File: config.mk
export PLATFORM = sky130hd
export DESIGN_NAME = cpu_run_ctrl
export DESIGN_NICKNAME = d
export VERILOG_FILES = /design/src/rtl/cpu_run_ctrl.sv
export SDC_FILE = /design/constraint.sdc
export NUM_CORES = 1
export LEC_CHECK = 0
export BUFFER_PORTS_ARGS = -buffer_cell sky130_fd_sc_hd__buf_2
export CORE_UTILIZATION = 51
export CTS_CLUSTER_DIAMETER = 80
export DETAILED_ROUTE_END_ITERATION = 8
export PLACE_DENSITY_LB_ADDON = 0.15
export SLEW_MARGIN = 20
export SYNTH_ARGS = -nofsm -noshare
export SYNTH_HDL_FRONTEND = slang
export SYNTH_SLANG_ARGS = --single-unit
File: constraint.sdc
create_clock -name clk -period 2 [get_ports clk]
set_input_delay 0.6 -clock clk [delete_from_list [all_inputs] [get_ports clk]]
set_output_delay 0.6 -clock clk [all_outputs]
set_load 0.005 [all_outputs]
File: src/rtl/cpu_run_ctrl.sv
// rtl/cpu_run_ctrl.sv - run/stop engine sequencing CPU reset, execution enable and cycle budget
//
// Purpose:
//   Holds the CPU in reset for RST_CYCLES after a start request, then enables
//   the CPU and counts enabled cycles. A run ends on halt_req (done) or when
//   the count reaches MAX_CYCLES (timeout); halt wins if both occur together.
//   All outputs are registered.
//
// Optional feature (macro CPU_RUN_STEP_EN):
//   Adds step_mode/step inputs. With step_mode=1 the CPU is enabled for one
//   cycle per rising edge of the registered step input while in RUN.
//
// Ports:
//   clk        in   1      system clock
//   rst        in   1      asynchronous active-high reset
//   start      in   1      begin a new run (sampled in IDLE/DONE/TIMEOUT)
//   halt_req   in   1      CPU halt indication (RUN, enabled cycles only)
//   step_mode  in   1      single-step select (CPU_RUN_STEP_EN only)
//   step       in   1      single-step request (CPU_RUN_STEP_EN only)
//   cpu_rst    out  1      reset to CPU core, active-high
//   cpu_en     out  1      clock enable to CPU core
//   cycle_cnt  out  CNT_W  enabled RUN cycles of current/last run
//   done       out  1      run ended by halt_req
//   timeout    out  1      run ended by budget exhaustion
//   busy       out  1      high in RESET and RUN

module cpu_run_ctrl #(
    parameter int CNT_W      = 16,
    parameter int MAX_CYCLES = 8,
    parameter int RST_CYCLES = 2
) (
    input  logic             clk,
    input  logic             rst,
    input  logic             start,
    input  logic             halt_req,
`ifdef CPU_RUN_STEP_EN
    input  logic             step_mode,
    input  logic             step,
`endif
    output logic             cpu_rst,
    output logic             cpu_en,
    output logic [CNT_W-1:0] cycle_cnt,
    output logic             done,
    output logic             timeout,
    output logic             busy
);

    localparam int RW = (RST_CYCLES > 1) ? $clog2(RST_CYCLES) : 1;

    typedef enum logic [2:0] {
        S_IDLE    = 3'd0,
        S_RESET   = 3'd1,
        S_RUN     = 3'd2,
        S_DONE    = 3'd3,
        S_TIMEOUT = 3'd4
    } state_t;

    state_t           r_state;
    logic [RW-1:0]    r_rst_cnt;
    logic [CNT_W-1:0] r_cnt;
    logic             r_cpu_rst;
    logic             r_cpu_en;
    logic             r_done;
    logic             r_timeout;
    logic             r_busy;

    logic             w_entry_en;   // cpu_en value on RESET -> RUN
    logic             w_next_en;    // cpu_en value for the next RUN cycle
    logic             w_en_cycle;
    logic [CNT_W-1:0] w_cnt_inc;
    logic             w_budget_hit;

`ifdef CPU_RUN_STEP_EN
    logic r_step_q;
    logic r_step_q2;
    logic w_step_rise;

    always_ff @(posedge clk or posedge rst) begin
        if (rst) begin
            r_step_q  <= 1'b0;
            r_step_q2 <= 1'b0;
        end else begin
            r_step_q  <= step;
            r_step_q2 <= r_step_q;
        end
    end

    assign w_step_rise = r_step_q & ~r_step_q2;
    // A step edge coinciding with RESET -> RUN is outside RUN and is dropped.
    assign w_entry_en  = ~step_mode;
    assign w_next_en   = ~step_mode | w_step_rise;
`else
    assign w_entry_en  = 1'b1;
    assign w_next_en   = 1'b1;
`endif

    // The enable is registered, so a cycle is "enabled" when cpu_en is high now.
    assign w_en_cycle   = (r_state == S_RUN) && r_cpu_en;
    assign w_cnt_inc    = r_cnt + CNT_W'(1);
    assign w_budget_hit = (w_cnt_inc == CNT_W'(MAX_CYCLES));

    always_ff @(posedge clk or posedge rst) begin
        if (rst) begin
            r_state   <= S_IDLE;
            r_rst_cnt <= '0;
            r_cnt     <= '0;
            r_cpu_rst <= 1'b1;
            r_cpu_en  <= 1'b0;
            r_done    <= 1'b0;
            r_timeout <= 1'b0;
            r_busy    <= 1'b0;
        end else begin
            case (r_state)
                S_IDLE, S_DONE, S_TIMEOUT: begin
                    if (start) begin
                        r_state   <= S_RESET;
                        r_rst_cnt <= '0;
                        r_cnt     <= '0;
                        r_cpu_rst <= 1'b1;
                        r_cpu_en  <= 1'b0;
                        r_done    <= 1'b0;
                        r_timeout <= 1'b0;
                        r_busy    <= 1'b1;
                    end
                end
                S_RESET: begin
                    if (r_rst_cnt == RW'(RST_CYCLES - 1)) begin
                        r_state   <= S_RUN;
                        r_cpu_rst <= 1'b0;
                        r_cpu_en  <= w_entry_en;
                    end else begin
                        r_rst_cnt <= r_rst_cnt + RW'(1);
                    end
                end
                S_RUN: begin
                    if (w_en_cycle) begin
                        r_cnt <= w_cnt_inc;
                        // Halt takes priority over budget exhaustion.
                        if (halt_req) begin
                            r_state  <= S_DONE;
                            r_done   <= 1'b1;
                            r_cpu_en <= 1'b0;
                            r_busy   <= 1'b0;
                        end else if (w_budget_hit) begin
                            r_state   <= S_TIMEOUT;
                            r_timeout <= 1'b1;
                            r_cpu_en  <= 1'b0;
                            r_busy    <= 1'b0;
                        end else begin
                            r_cpu_en <= w_next_en;
                        end
                    end else begin
                        r_cpu_en <= w_next_en;
                    end
                end
                default: begin
                    r_state   <= S_IDLE;
                    r_cpu_rst <= 1'b1;
                    r_cpu_en  <= 1'b0;
                    r_busy    <= 1'b0;
                end
            endcase
        end
    end

    assign cpu_rst   = r_cpu_rst;
    assign cpu_en    = r_cpu_en;
    assign cycle_cnt = r_cnt;
    assign done      = r_done;
    assign timeout   = r_timeout;
    assign busy      = r_busy;

endmodule
== Word-level counts from Yosys, hierarchy flattened ==
Index checks and enable logic that the tools add are counted.
Widths: inputs -> output; s select.

* Register bits: 25
* Output and inout bits: 21

* Reductions and logical operators: 13
* Equal/unequal tests: 12
* Bitwise operators: 2
* Muxes and demuxes: 31
* Add/subtract/negate cells: 2

{| class="wikitable"
|+ Operator list
! cell !! number
|-
| $mux 16 || 2
|-
| $pmux 16 s2 || 1
|-
| $add 16x1->16 const B || 1
|-
| $eq 16x4->1 const B || 1
|-
| $mux 1 || 16
|-
| $mux 3 || 5
|-
| $ne 2x2->1 const B || 6
|-
| $reduce_and 4->1 || 3
|-
| $pmux 1 s3 || 3
|-
| $pmux 3 s3 || 1
|-
| $eq 3x2->1 const B || 2
|-
| $pmux 1 s2 || 3
|-
| $reduce_and 3->1 || 2
|-
| $reduce_and 5->1 || 1
|-
| $reduce_and 2->1 || 2
|-
| $reduce_bool 2->1 || 2
|-
| $eq 3x1->1 const B || 1
|-
| $eq 3x3->1 const B || 1
|-
| $logic_not 3->1 || 1
|-
| $ne 3x3->1 const B || 1
|-
| $reduce_or 3->1 || 1
|-
| $not 1->1 || 2
|-
| $add 1x1->1 const B || 1
|-
| $logic_and 1x1->1 || 1
|}

== Depth between registers and ports, before layout ==
* Depth after elaboration: 6
* Mapped depth: 8
* Gate-level depth less buffers: 6

== Worst setup path after synthesis ==
Ideal clock, no wire load.

* Path kind: register to register
* Start: reg r_cnt[0] (netlist: cycle_cnt[0])
* End: reg r_state[2]
* Data required time: 1.924 ns
* Buffers on the path: 0
* Slack: -0.112 ns
* Cell stages (with the launch flop): 7
* Data arrival time: 2.035 ns
* Path through: dfrtp_1 -> ha_1 -> nand4_2 -> nor3_1 -> a31oi_1 -> or4_4 -> o21ai_1

* Word-level cells in the longest chain between the ends: 4

{| class="wikitable"
|+ RTL lines
! item !! RTL line !! source
|-
| start, declared || 60 || <nowiki>logic [CNT_W-1:0] r_cnt;</nowiki>
|-
| start signal, assigned || 137 || <nowiki>r_cnt <= w_cnt_inc;</nowiki>
|-
| $add 16x1->16 || 99 || <nowiki>assign w_cnt_inc = r_cnt + CNT_W'(1);</nowiki>
|-
| $eq 16x4->1 || 100 || <nowiki>assign w_budget_hit = (w_cnt_inc == CNT_W'(MAX_CYCLES));</nowiki>
|-
| $ne 3x3->1 (no line) || - ||
|-
| $reduce_and 4->1 (no line) || - ||
|-
| end signal, assigned || 104 || <nowiki>r_state <= S_IDLE;</nowiki>
|-
| end signal, assigned || 116 || <nowiki>r_state <= S_RESET;</nowiki>
|-
| end signal, assigned || 128 || <nowiki>r_state <= S_RUN;</nowiki>
|-
| end, declared || 58 || <nowiki>state_t r_state;</nowiki>
|}

No other way between the ends.
A chain may end at the register's enable or synchronous reset.

== Worst setup path after layout ==
* Start: reg r_cnt[0] (netlist: cycle_cnt[0])
* End: reg r_state[1]

Same word-level chain as after synthesis.

==> summary.md <==
| Metric | Value |
|---|---|
| Fill cells | `290` |
| CTS buffer count | `3` |
| Hold violation total from the final report | `0` |
| Leakage power | `0.974 nW` |
| H-tree depth | `1` |
| Nets | `261` |
| Core Util, Final | `68.0%` |
| GRT met2 Usage | `42.4%` |
| Post-synth top flop | `dfrtp_1` |
| Worst clock skew | `0.00267 ns` |
| Antenna Violating Nets Remaining | `0` |
| Final WL | `4160 um` |
| # DRC | `0` |
| Max Root-Sink Buffers | `2` |
| First-pass GRT wire length | `6950 um` |
| Root Driver | `clkbuf_4` |
| Worst Hold Class | `in2async` |
| GR Overflow Total | `0` |
| Synth Instances | `209` |
| Clock-pin slew on the worst setup and hold paths | `0.14 ns` |
| Die width | `59.6 um` |
| Fraction of registers with async set/reset | `100%` |
| Routed length per placed instance | `14.0 um` |
| Met3 Track Usage GR | `2.84%` |
| Gp weighted congestion | `0.924` |
| Reg2Reg Setup Slack | `-0.01 ns` |
| DR pass1 iterations | `4` |
| Worst path required time | `2.22 ns` |
| CP Launch Type | `flip-flop` |
| Via-to-Cell Ratio | `5.65` |
| Rel. slew slack | `71.7%` |
| Via count | `1683` |
| Detailed Route Iter0 Violations | `111` |
| Proportion of netlist area held by the largest area contributor | `35.5%` |
| Mapped cell area | `1690 um2` |
| Synth area leaders | `dfrtp_1 (36%), o21ai_0 (7.7%), nor2_1 (6.4%), nand2_1 (4.4%), a21oi_1 (3.3%)` |
| Clock Sinks | `25` |
| FF+latch count, synth | `25` |
| Fin cells | `298` |
| Latest clock arrival within the worst-skew pair | `0.32 ns` |
| Met1 Use GR | `36.4%` |
| RSZ-0062 raised after global routing | `true` |
| I/O Buffers | `24` |
| Hpwl dp | `3210 um` |
| Number of placed instances, taps included | `293` |
| Max Cap Violations | `0` |
| Status | `finished with violations` |
| Num ports | `25` |
| Initial antenna violation count | `0` |
| Post-synthesis sequential area ratio | `37.1%` |
| Global Route Usage Sum | `26.1%` |
| Syn avg cell area | `8.09 um2` |
| F_max | `0.497 GHz` |
| Diode count | `0` |
| Failing checks | `negative setup slack` |
| Setup Slack @ Placement | `-0.0385 ns` |
| Cts hold-fix bufs | `0` |
| YS warnings | `0` |
| Post-route setup slack | `-0.0106 ns` |
| Max-slew violations | `0` |
| Layout cells sized above 1 | `29.9%` |
| Syn Nets | `215` |
| Die footprint | `3550 um2` |
| Crit path capture type | `flip-flop` |
| Count of cell types in the netlist | `49` |
| Pwr Density | `870 nW/um2` |
| Global route hottest layer | `met2` |
| Crit path arrival time | `2.23 ns` |
| Starting Density | `54.5%` |
| Peak VDD IR | `0.330 mV` |
| Largest net degree at the start of global routing | `16` |
| Post-synth EDFFs | `0` |
| Fin crit period | `2.01 ns` |
| Die Ht | `59.6 um` |
| Worst hold slack | `0.214 ns` |
| Max FO, Critical Path | `4` |
| Vias in the first global route | `1503` |
| Core area | `3100 um2` |
| CTS tree | `done` |
| Synth top cells by count | `nor2_1 (29), o21ai_0 (26), dfrtp_1 (24)` |
| Leading area contributor after synthesis | `dfrtp_1` |
| CP Class | `reg2reg` |
| Area Overhead vs Synth | `24.8%` |
| Top-count cell post-synth | `nor2_1` |
| Std cell rows | `20` |
| Worst Max-Slew Pin Slew | `0.421 ns` |
| Final period utilization | `101%` |
| Final Setup Violations | `2` |
-- layout by cell type (no fill, tap or decap), types with 6 or more instances in the layout --
cell type  netlist  final
a21oi_1         11     10
dfrtp_1         24     23
o21ai_0         26     26
buf_4            1     29
buf_2            4     24
nand2_1         20     20
nor2_1          29     28
inv_1            9      9
nand4_1          6      6
nor3_1           7      6
nand3_1          8      8
-- cells by family (layout without fill, tap and decap cells) --
group                    Yosys count  in the layout  share of synthesized area, %
adder cells (fa/ha/maj)            2              2                          1.48
multiplexers                       6              6                          3.70
flip-flops                        25             25                          37.1
AO/OA/AOI/OAI                     58             58                          20.3
buffers and inverters             22             67                          5.85
AND/OR/NAND/NOR                   90             90                          28.5
XOR/XNOR                           6              6                          3.11
-- worst max-delay path, cell delays in order (launching register included) --
cell and delay, ns:
dfrtp_1 0.44, buf_6 0.13, nand4_1 0.14, or4_4 0.53
a221oi_4 0.33, and4_4 0.29, a211oi_2 0.06
-- metrics by stage --
stage / power, W / setup TNS, ns / cell area (um2)
finish: 0.00183 / -0.0114 / 2110
global route: 0.00197 / -0.355 / 2110
CTS: 0.00177 / 0 / 2060
detailed placement: 0.00154 / -0.0724 / 2030
global placement: 0.00150 / 0 / 2030
floorplan: 0.00125 / 0 / 1700
-- registers in the layout, summed over array words and instances (netlist names) --
name / flops
done: 1
cpu_rst: 1
r_rst_cnt: 1
r_state: 3
cycle_cnt: 16
busy: 1
timeout: 1
cpu_en: 1
-- final cells by class --
type | instances | area, um2 | share of cell area, %
Tap cell | 44 | 55.1 | 2.61
Sequential cell | 25 | 628 | 29.8
Clock buffer | 4 | 26.3 | 1.25
Multi-Input combinational cell | 162 | 1020 | 48.2
Inverter | 9 | 33.8 | 1.60
Timing Repair Buffer | 54 | 349 | 16.5
-- routing by layer --
| layer | part of all wire, % | vias to the layer above | routed length, um |
|---|---|---|---|
| met4 | 1.5 | 0 | 61 |
| met5 | 0 | - | 0 |
| li1 | - | 835 | - |
| met3 | 5.8 | 7 | 240 |
| met1 | 46 | 786 | 1910 |
| met2 | 47 | 55 | 1950 |
-- what timing repair did --
action / 4_1_cts / 5_1_grt
setup endpoints to repair: 2 / 11
pin swaps: 0 / 4
gates cloned: 0 / 0
gates resized for setup: 1 / 9
hold endpoints to repair: 0 / 0
buffers inserted: 0 / 1
-- worst paths after layout --
kind	to	startpoint	depth (start not counted)
max in group asynchronous	cycle_cnt[1]	rst	3
min in group clk	cpu_rst	cpu_rst	2
worst max-delay path	r_state[1]	cycle_cnt[0]	6
worst min-delay path	cycle_cnt[2]	rst	2
worst max register to register	r_state[1]	cycle_cnt[0]	6
worst min register to register	cpu_rst	cpu_rst	2
-- where the power goes --
group	internal (W)	switching, W
registers	0.000598	0.0000958
clock network	0.0000782	0.000155
logic	0.000419	0.000489
total	0.00109	0.000740
No activity file was read; power rests on OpenSTA's default activity.
